===== src/rtl/serial_full_adder_acc_pkg.sv =====
`default_nettype none
// ============================================================================
// Module : sfa_pkg
// Brief  : Shared types and helpers for the bit-serial adder/subtractor.
// Rev    : 1.0  initial release
// ============================================================================
package sfa_pkg;

  // Controller states; the encoding width is fixed at two bits.
  typedef enum logic [1:0] {
    IDLE = 2'd0,
    RUN  = 2'd1,
    DONE = 2'd2
  } state_t;

  // Bit-counter width.  The counter must index bits 0..width-1.
  function automatic int cnt_w(input int width);
    return (width <= 2) ? 1 : $clog2(width);
  endfunction

endpackage
`default_nettype wire


===== src/rtl/serial_full_adder_acc_if.sv =====
`default_nettype none
// ============================================================================
// Module : serial_full_adder_acc_if
// Brief  : Operand/result handshake bundle for the bit-serial adder.
//          The master drives requests, the slave (the adder) returns results.
// Rev    : 1.0  initial release
// ============================================================================
interface serial_full_adder_acc_if #(
  parameter int WIDTH = 8
) ();

  logic             ena;
  logic             start;
  logic             sub;
  logic [WIDTH-1:0] a;
  logic [WIDTH-1:0] b;
  logic             cin;
  logic             busy;
  logic             done;
  logic [WIDTH-1:0] sum;
  logic             cout;
  logic             ovf;

  modport master (
    output ena, start, sub, a, b, cin,
    input  busy, done, sum, cout, ovf
  );

  modport slave (
    input  ena, start, sub, a, b, cin,
    output busy, done, sum, cout, ovf
  );

endinterface
`default_nettype wire


===== src/rtl/serial_full_adder_acc_fa_bit_cell.sv =====
`default_nettype none
// ============================================================================
// Module : fa_bit_cell
// Brief  : One-bit full adder; the only arithmetic cell in the serial adder.
// Rev    : 1.0  initial release
// ============================================================================
module fa_bit_cell (
  input  wire logic a,
  input  wire logic b,
  input  wire logic ci,
  output logic      s,
  output logic      co
);

  // Sum bit and majority carry.
  assign s  = a ^ b ^ ci;
  assign co = (a & b) | (a & ci) | (b & ci);

endmodule
`default_nettype wire


===== src/rtl/serial_full_adder_acc.sv =====
`default_nettype none
// ============================================================================
// Module : serial_full_adder_acc
// Brief  : Bit-serial adder/subtractor.  Operands load in parallel on an
//          accepted start, then one bit per enabled clock is summed LSB-first
//          through a single full-adder cell.  Result, carry-out and signed
//          overflow are held from done until the next accepted start.
// Rev    : 1.0  initial release
// ============================================================================
module serial_full_adder_acc
  import sfa_pkg::*;
#(
  parameter int WIDTH  = 8,
  parameter int SUB_EN = 1
) (
  input  wire logic              clk,
  input  wire logic              rst_n,
  serial_full_adder_acc_if.slave bus
);

  localparam int              CNT_W  = cnt_w(WIDTH);
  localparam logic [CNT_W-1:0] C_LAST = CNT_W'(WIDTH - 1);

  state_t           r_state;
  logic [WIDTH-1:0] r_op_a;
  logic [WIDTH-1:0] r_op_b;
  logic [WIDTH-1:0] r_sum_sh;
  logic [WIDTH-1:0] r_sum;
  logic [CNT_W-1:0] r_cnt;
  logic             r_carry;
  logic             r_cout;
  logic             r_ovf;
  logic             r_busy;
  logic             r_done;

  logic             w_sub;
  logic             w_s;
  logic             w_co;

  // Subtract request is forced low when the build is add-only.
  assign w_sub = bus.sub & (SUB_EN != 0);

  fa_bit_cell u_cell (
    .a  (r_op_a[0]),
    .b  (r_op_b[0]),
    .ci (r_carry),
    .s  (w_s),
    .co (w_co)
  );

  // Controller, operand/sum shifters and held result registers; ena=0 pauses all.
  always_ff @(posedge clk or negedge rst_n) begin
    if (!rst_n) begin
      r_state  <= IDLE;
      r_op_a   <= '0;
      r_op_b   <= '0;
      r_sum_sh <= '0;
      r_sum    <= '0;
      r_cnt    <= '0;
      r_carry  <= 1'b0;
      r_cout   <= 1'b0;
      r_ovf    <= 1'b0;
      r_busy   <= 1'b0;
      r_done   <= 1'b0;
    end else if (bus.ena) begin
      case (r_state)
        IDLE, DONE: begin
          r_done <= 1'b0;
          if (bus.start) begin
            // Subtraction is a + ~b + 1; cin then flips so cin=1 means a-b-1.
            r_op_a   <= bus.a;
            r_op_b   <= w_sub ? ~bus.b : bus.b;
            r_carry  <= bus.cin ^ w_sub;
            r_cnt    <= '0;
            r_sum_sh <= '0;
            r_sum    <= '0;
            r_busy   <= 1'b1;
            r_state  <= RUN;
          end else begin
            r_state  <= IDLE;
          end
        end
        RUN: begin
          r_op_a   <= r_op_a >> 1;
          r_op_b   <= r_op_b >> 1;
          r_carry  <= w_co;
          r_sum_sh <= {w_s, r_sum_sh[WIDTH-1:1]};
          if (r_cnt == C_LAST) begin
            // Final bit: publish the whole result and flags at once.
            r_sum   <= {w_s, r_sum_sh[WIDTH-1:1]};
            r_cout  <= w_co;
            r_ovf   <= r_carry ^ w_co;
            r_busy  <= 1'b0;
            r_done  <= 1'b1;
            r_state <= DONE;
          end else begin
            r_cnt   <= r_cnt + 1'b1;
          end
        end
        default: begin
          r_busy  <= 1'b0;
          r_done  <= 1'b0;
          r_state <= IDLE;
        end
      endcase
    end
  end

  assign bus.busy = r_busy;
  assign bus.done = r_done;
  assign bus.sum  = r_sum;
  assign bus.cout = r_cout;
  assign bus.ovf  = r_ovf;

endmodule
`default_nettype wire


===== src/flat_wrapper.sv =====
// flat-port wrapper written by rule: the top's interface ports become plain ports
module serial_full_adder_acc_flat import sfa_pkg::*;
#(
  parameter int WIDTH  = 8,
  parameter int SUB_EN = 1
)
  (clk, rst_n, bus_ena, bus_start, bus_sub, bus_a, bus_b, bus_cin, bus_busy, bus_done, bus_sum, bus_cout, bus_ovf);
  serial_full_adder_acc_if #(.WIDTH(WIDTH)) bus_i ();
  input  wire logic clk;
  input  wire logic rst_n;
  input wire logic [$bits(bus_i.ena)-1:0] bus_ena;
  input wire logic [$bits(bus_i.start)-1:0] bus_start;
  input wire logic [$bits(bus_i.sub)-1:0] bus_sub;
  input wire logic [$bits(bus_i.a)-1:0] bus_a;
  input wire logic [$bits(bus_i.b)-1:0] bus_b;
  input wire logic [$bits(bus_i.cin)-1:0] bus_cin;
  output wire logic [$bits(bus_i.busy)-1:0] bus_busy;
  output wire logic [$bits(bus_i.done)-1:0] bus_done;
  output wire logic [$bits(bus_i.sum)-1:0] bus_sum;
  output wire logic [$bits(bus_i.cout)-1:0] bus_cout;
  output wire logic [$bits(bus_i.ovf)-1:0] bus_ovf;
  assign bus_i.ena = bus_ena;
  assign bus_i.start = bus_start;
  assign bus_i.sub = bus_sub;
  assign bus_i.a = bus_a;
  assign bus_i.b = bus_b;
  assign bus_i.cin = bus_cin;
  assign bus_busy = bus_i.busy;
  assign bus_done = bus_i.done;
  assign bus_sum = bus_i.sum;
  assign bus_cout = bus_i.cout;
  assign bus_ovf = bus_i.ovf;
  serial_full_adder_acc #(.WIDTH(WIDTH), .SUB_EN(SUB_EN)) u_core (.clk(clk), .rst_n(rst_n), .bus(bus_i));
endmodule

===== config.mk =====
export PLATFORM = sky130hd
export DESIGN_NAME = serial_full_adder_acc_flat
export DESIGN_NICKNAME = d
export VERILOG_FILES = /design/src/rtl/serial_full_adder_acc_pkg.sv /design/src/rtl/serial_full_adder_acc_if.sv /design/src/rtl/serial_full_adder_acc_fa_bit_cell.sv /design/src/rtl/serial_full_adder_acc.sv /design/src/flat_wrapper.sv
export SDC_FILE = /design/constraint.sdc
export NUM_CORES = 1
export LEC_CHECK = 0
export CORE_MARGIN = 2
export CORE_UTILIZATION = 50
export DETAILED_ROUTE_END_ITERATION = 10
export HOLD_SLACK_MARGIN = 0.15
export PLACE_DENSITY = 0.76
export SYNTH_ARGS = -nofsm -noshare
export SYNTH_HDL_FRONTEND = slang
export SYNTH_SLANG_ARGS = --single-unit

===== constraint.sdc =====
create_clock -name clk -period 2.7 [get_ports clk]
set_clock_uncertainty 0.1 [all_clocks]
set_input_delay 0.27 -clock clk [delete_from_list [all_inputs] [get_ports clk]]
set_output_delay 0.27 -clock clk [all_outputs]
set_load 0.01 [all_outputs]

==> impl_metrics.tcl <==
set metrics [dict create \
    status "completed" \
    crit_path_max_incr_delay_ps 440 \
    arrival_ps 2110 \
    vdd_drop_max_uv 559 \
    slew_violations 0 \
    area_growth_syn_to_layout_pct 23.0 \
    fmax_mhz 492 \
    grt_max_degree 41 \
    route.detailed.drc 0 \
    n_antenna_cell 0 \
    worst_slew_pin_slew_ps 862 \
    synth_compound_area_share_pct 11.6 \
    setup_violations 0 \
    vias 1230 \
    synth-xor-area-share_pct 4.58 \
    nets 204 \
    yosys_register_bits 40 \
    netlist_area_um2 1910 \
    layout_commonest_cell "dfrtp_1" \
    clock_latency_ps 290 \
    worst_hold_slack_ps 389 \
    dieArea_um2 4330 \
    cts_tree "yes" \
    wire_per_inst_um 14.7 \
    critPathLaunch "u_core.r_cnt[0]" \
    cts_root_buf "clkbuf_8" \
    critPathMaxFanout 4 \
    fp.dieW_um 65.8 \
    synth_top_family_by_area "multiplexers" \
    die_h_um 65.8 \
    numCtsBuffers 5 \
    drt_wl_total_mm 3.35 \
    power_density_nw_per_um2 1020 \
    slowest_stage "nor3b_1" \
    startpoint_type "flop" \
    antenna_found_initial 0 \
    avgViaCountPerCell 5.42 \
    yosysUniqueCellTypes 30 \
    gp_congestion 0.719 \
    cp_common_cell "ha_1" \
    place_ws_ps 626 \
    fin_area_um2 2350 \
    setup-tns-final_ps 0 \
    numPortBuffers 33 \
    drtAntennaViolNets 0 \
    start_util_pct 52.2 \
    coreArea_um2 3660 \
    clock-sinks 40 \
    syn_inst 144 \
    synth_nets 169 \
    num_rows 22 \
    critical_path_required_ps 2780 \
    layout_common_cells "dfrtp_1 (40), clkdlybuf4s50_1 (32), mux2_2 (16), a22o_1 (16), mux2i_1 (11)" \
    io-pin-count 34 \
    hold_viol 0 \
    ys_warn_count 0 \
    synthAdderAreaFrac_pct 2.36 \
    rrSetupSlack_ps 670 \
    track_usage_pct 17.9 \
    place_area_um2 2250 \
    r2r_end "u_core.r_cnt[0]" \
    rsz0062_at_grt "no" \
    holdCritPathClass "flop to flop" \
    fin_crit_sh_pct 75.3 \
    ys_seq_area_share_pct 52.4 \
    fin_crit_ps 2030 \
    cap_violations 0 \
    grt_pass1_vias 1238 \
    grt_pass1_wl_mm 5.73 \
    first_iter_violations 40 \
    hpwlAfterDp_mm 2.48 \
    drtPass1Iterations 4 \
    slew_headroom_pct 42.6 \
    clockBufferDepth 2 \
    clk_pin_slew_worst_paths_ps 70 \
    setup_slack_ps 666 \
    end_kind "flop" \
    reg2reg_depth 5 \
    drive_gt1_share_pct 18.4 \
    setup.worst_path.class "flop to flop" \
    overflow 0 \
    cts-htree-levels 2 \
    synthSimpleGateAreaFrac_pct 4.97 \
    critPathCapture "u_core.r_cnt[0]" \
    syn_area_per_cell_um2 13.3 \
    synth.area.mux_share_pct 19.1 \
    total_power_w 0.00240 \
    leakage_nw 1.13 \
    r2r_start "u_core.r_cnt[0]" \
    cp_cell_sequence "ha_1 -> ha_1 -> nor3b_1 -> o21ai_0 -> a22o_1" \
]
[where the power goes]
part           internal, W  switching [W]
registers         0.000852       0.000161
clock network     0.000227       0.000192
logic             0.000564       0.000408
[worst max-delay path, delay by kind of cell, from the launching register on]
family	cells	cell delay, ps
flip-flops	1	410
AO/OA/AOI/OAI	2	530
AND/OR/NAND/NOR	1	440
adder cells (fa/ha/maj)	2	440
[registers in the layout, summed over array words and instances (netlist names)]
name / count
u_core.bus.sum: 8
u_core.r_op_a: 8
u_core.r_op_b: 8
u_core.r_sum_sh: 7
u_core.r_cnt: 3
u_core.r_state: 2
u_core.bus.busy: 1
u_core.bus.cout: 1
u_core.bus.ovf: 1
u_core.r_carry: 1
[metal layers]
| layer | vias to the layer above | GRT usage [%] | wire [um] |
|---|---|---|---|
| li1 | 581 | - | - |
| met4 | 0 | 8.33 | 66 |
| met2 | 35 | 30.2 | 1730 |
| met5 | - | 0 | 0 |
| met3 | 8 | 4.09 | 149 |
| met1 | 606 | 21.7 | 1400 |
[per-stage QoR]
stage | utilization [%] | std cells
floorplan | - | 144
global placement | 61.3 | 219
detailed placement | 61.3 | 219
CTS | 64.3 | 227
global route | 64.3 | 227
finish | 64.3 | 227
[cells by family (layout without fill, tap and decap cells)]
group                    after synthesis  after routing
flip-flops                            40             40
multiplexers                          32             32
AO/OA/AOI/OAI                         28             28
buffers and inverters                 16             51
AND/OR/NAND/NOR                       15             15
XOR/XNOR                              10             10
adder cells (fa/ha/maj)                3              3
[repair_timing]
item                                   CTS  global route
setup buffers                            0             0
gates resized for setup                  0             0
endpoints found under the hold margin   40             0
hold buffers                             1             0
setup endpoints to repair                0             0
[cell usage after synthesis]
cell,instances,area share (%)
and2_1,1,0.33
inv_1,8,1.6
clkbuf_2,1,0.26
mux2i_1,11,5.8
and2b_1,2,0.79
buf_4,1,0.39
nand2_1,5,0.98
nor2_1,1,0.20
nor3b_1,1,0.39
and3b_1,1,0.46
ha_1,2,1.3
mux2_4,5,3.9
o21ai_4,1,0.85
buf_12,1,1.0
o21ai_0,7,1.8
mux2_2,16,9.4
nand4b_1,1,0.46
dfrtp_1,40,52
buf_6,2,1.2
o21ai_1,1,0.26
fa_1,1,1.0
xor2_1,8,3.7
nor2b_4,1,0.72
clkbuf_1,3,0.59
xnor2_1,2,0.92
a22o_1,16,7.3
a32o_1,2,1.0
and2_0,1,0.33
a21oi_1,1,0.26
nor2b_1,1,0.33
[layout make-up]
type / instances / area [um^2]
sequential: 40 / 1000
clock buffer: 7 / 96.3
tap: 48 / 60.1
multi-input combinational: 88 / 815
fill: 288 / 1310
inverter: 8 / 30.0
timing repair buffer: 36 / 350
[worst min-delay path by stage]
stage | cells past startpoint | start | to
after floorplan | 0 | rst_n | u_core.bus.busy
after global placement | 1 | rst_n | u_core.r_cnt[0]
after detailed placement | 1 | rst_n | u_core.r_cnt[0]
after CTS | 2 | u_core.bus.cout | u_core.bus.cout
after global routing | 1 | u_core.bus.sum[0] | u_core.bus.sum[0]
final | 2 | u_core.bus.cout | u_core.bus.cout
Power figures use the tool's default switching activity.
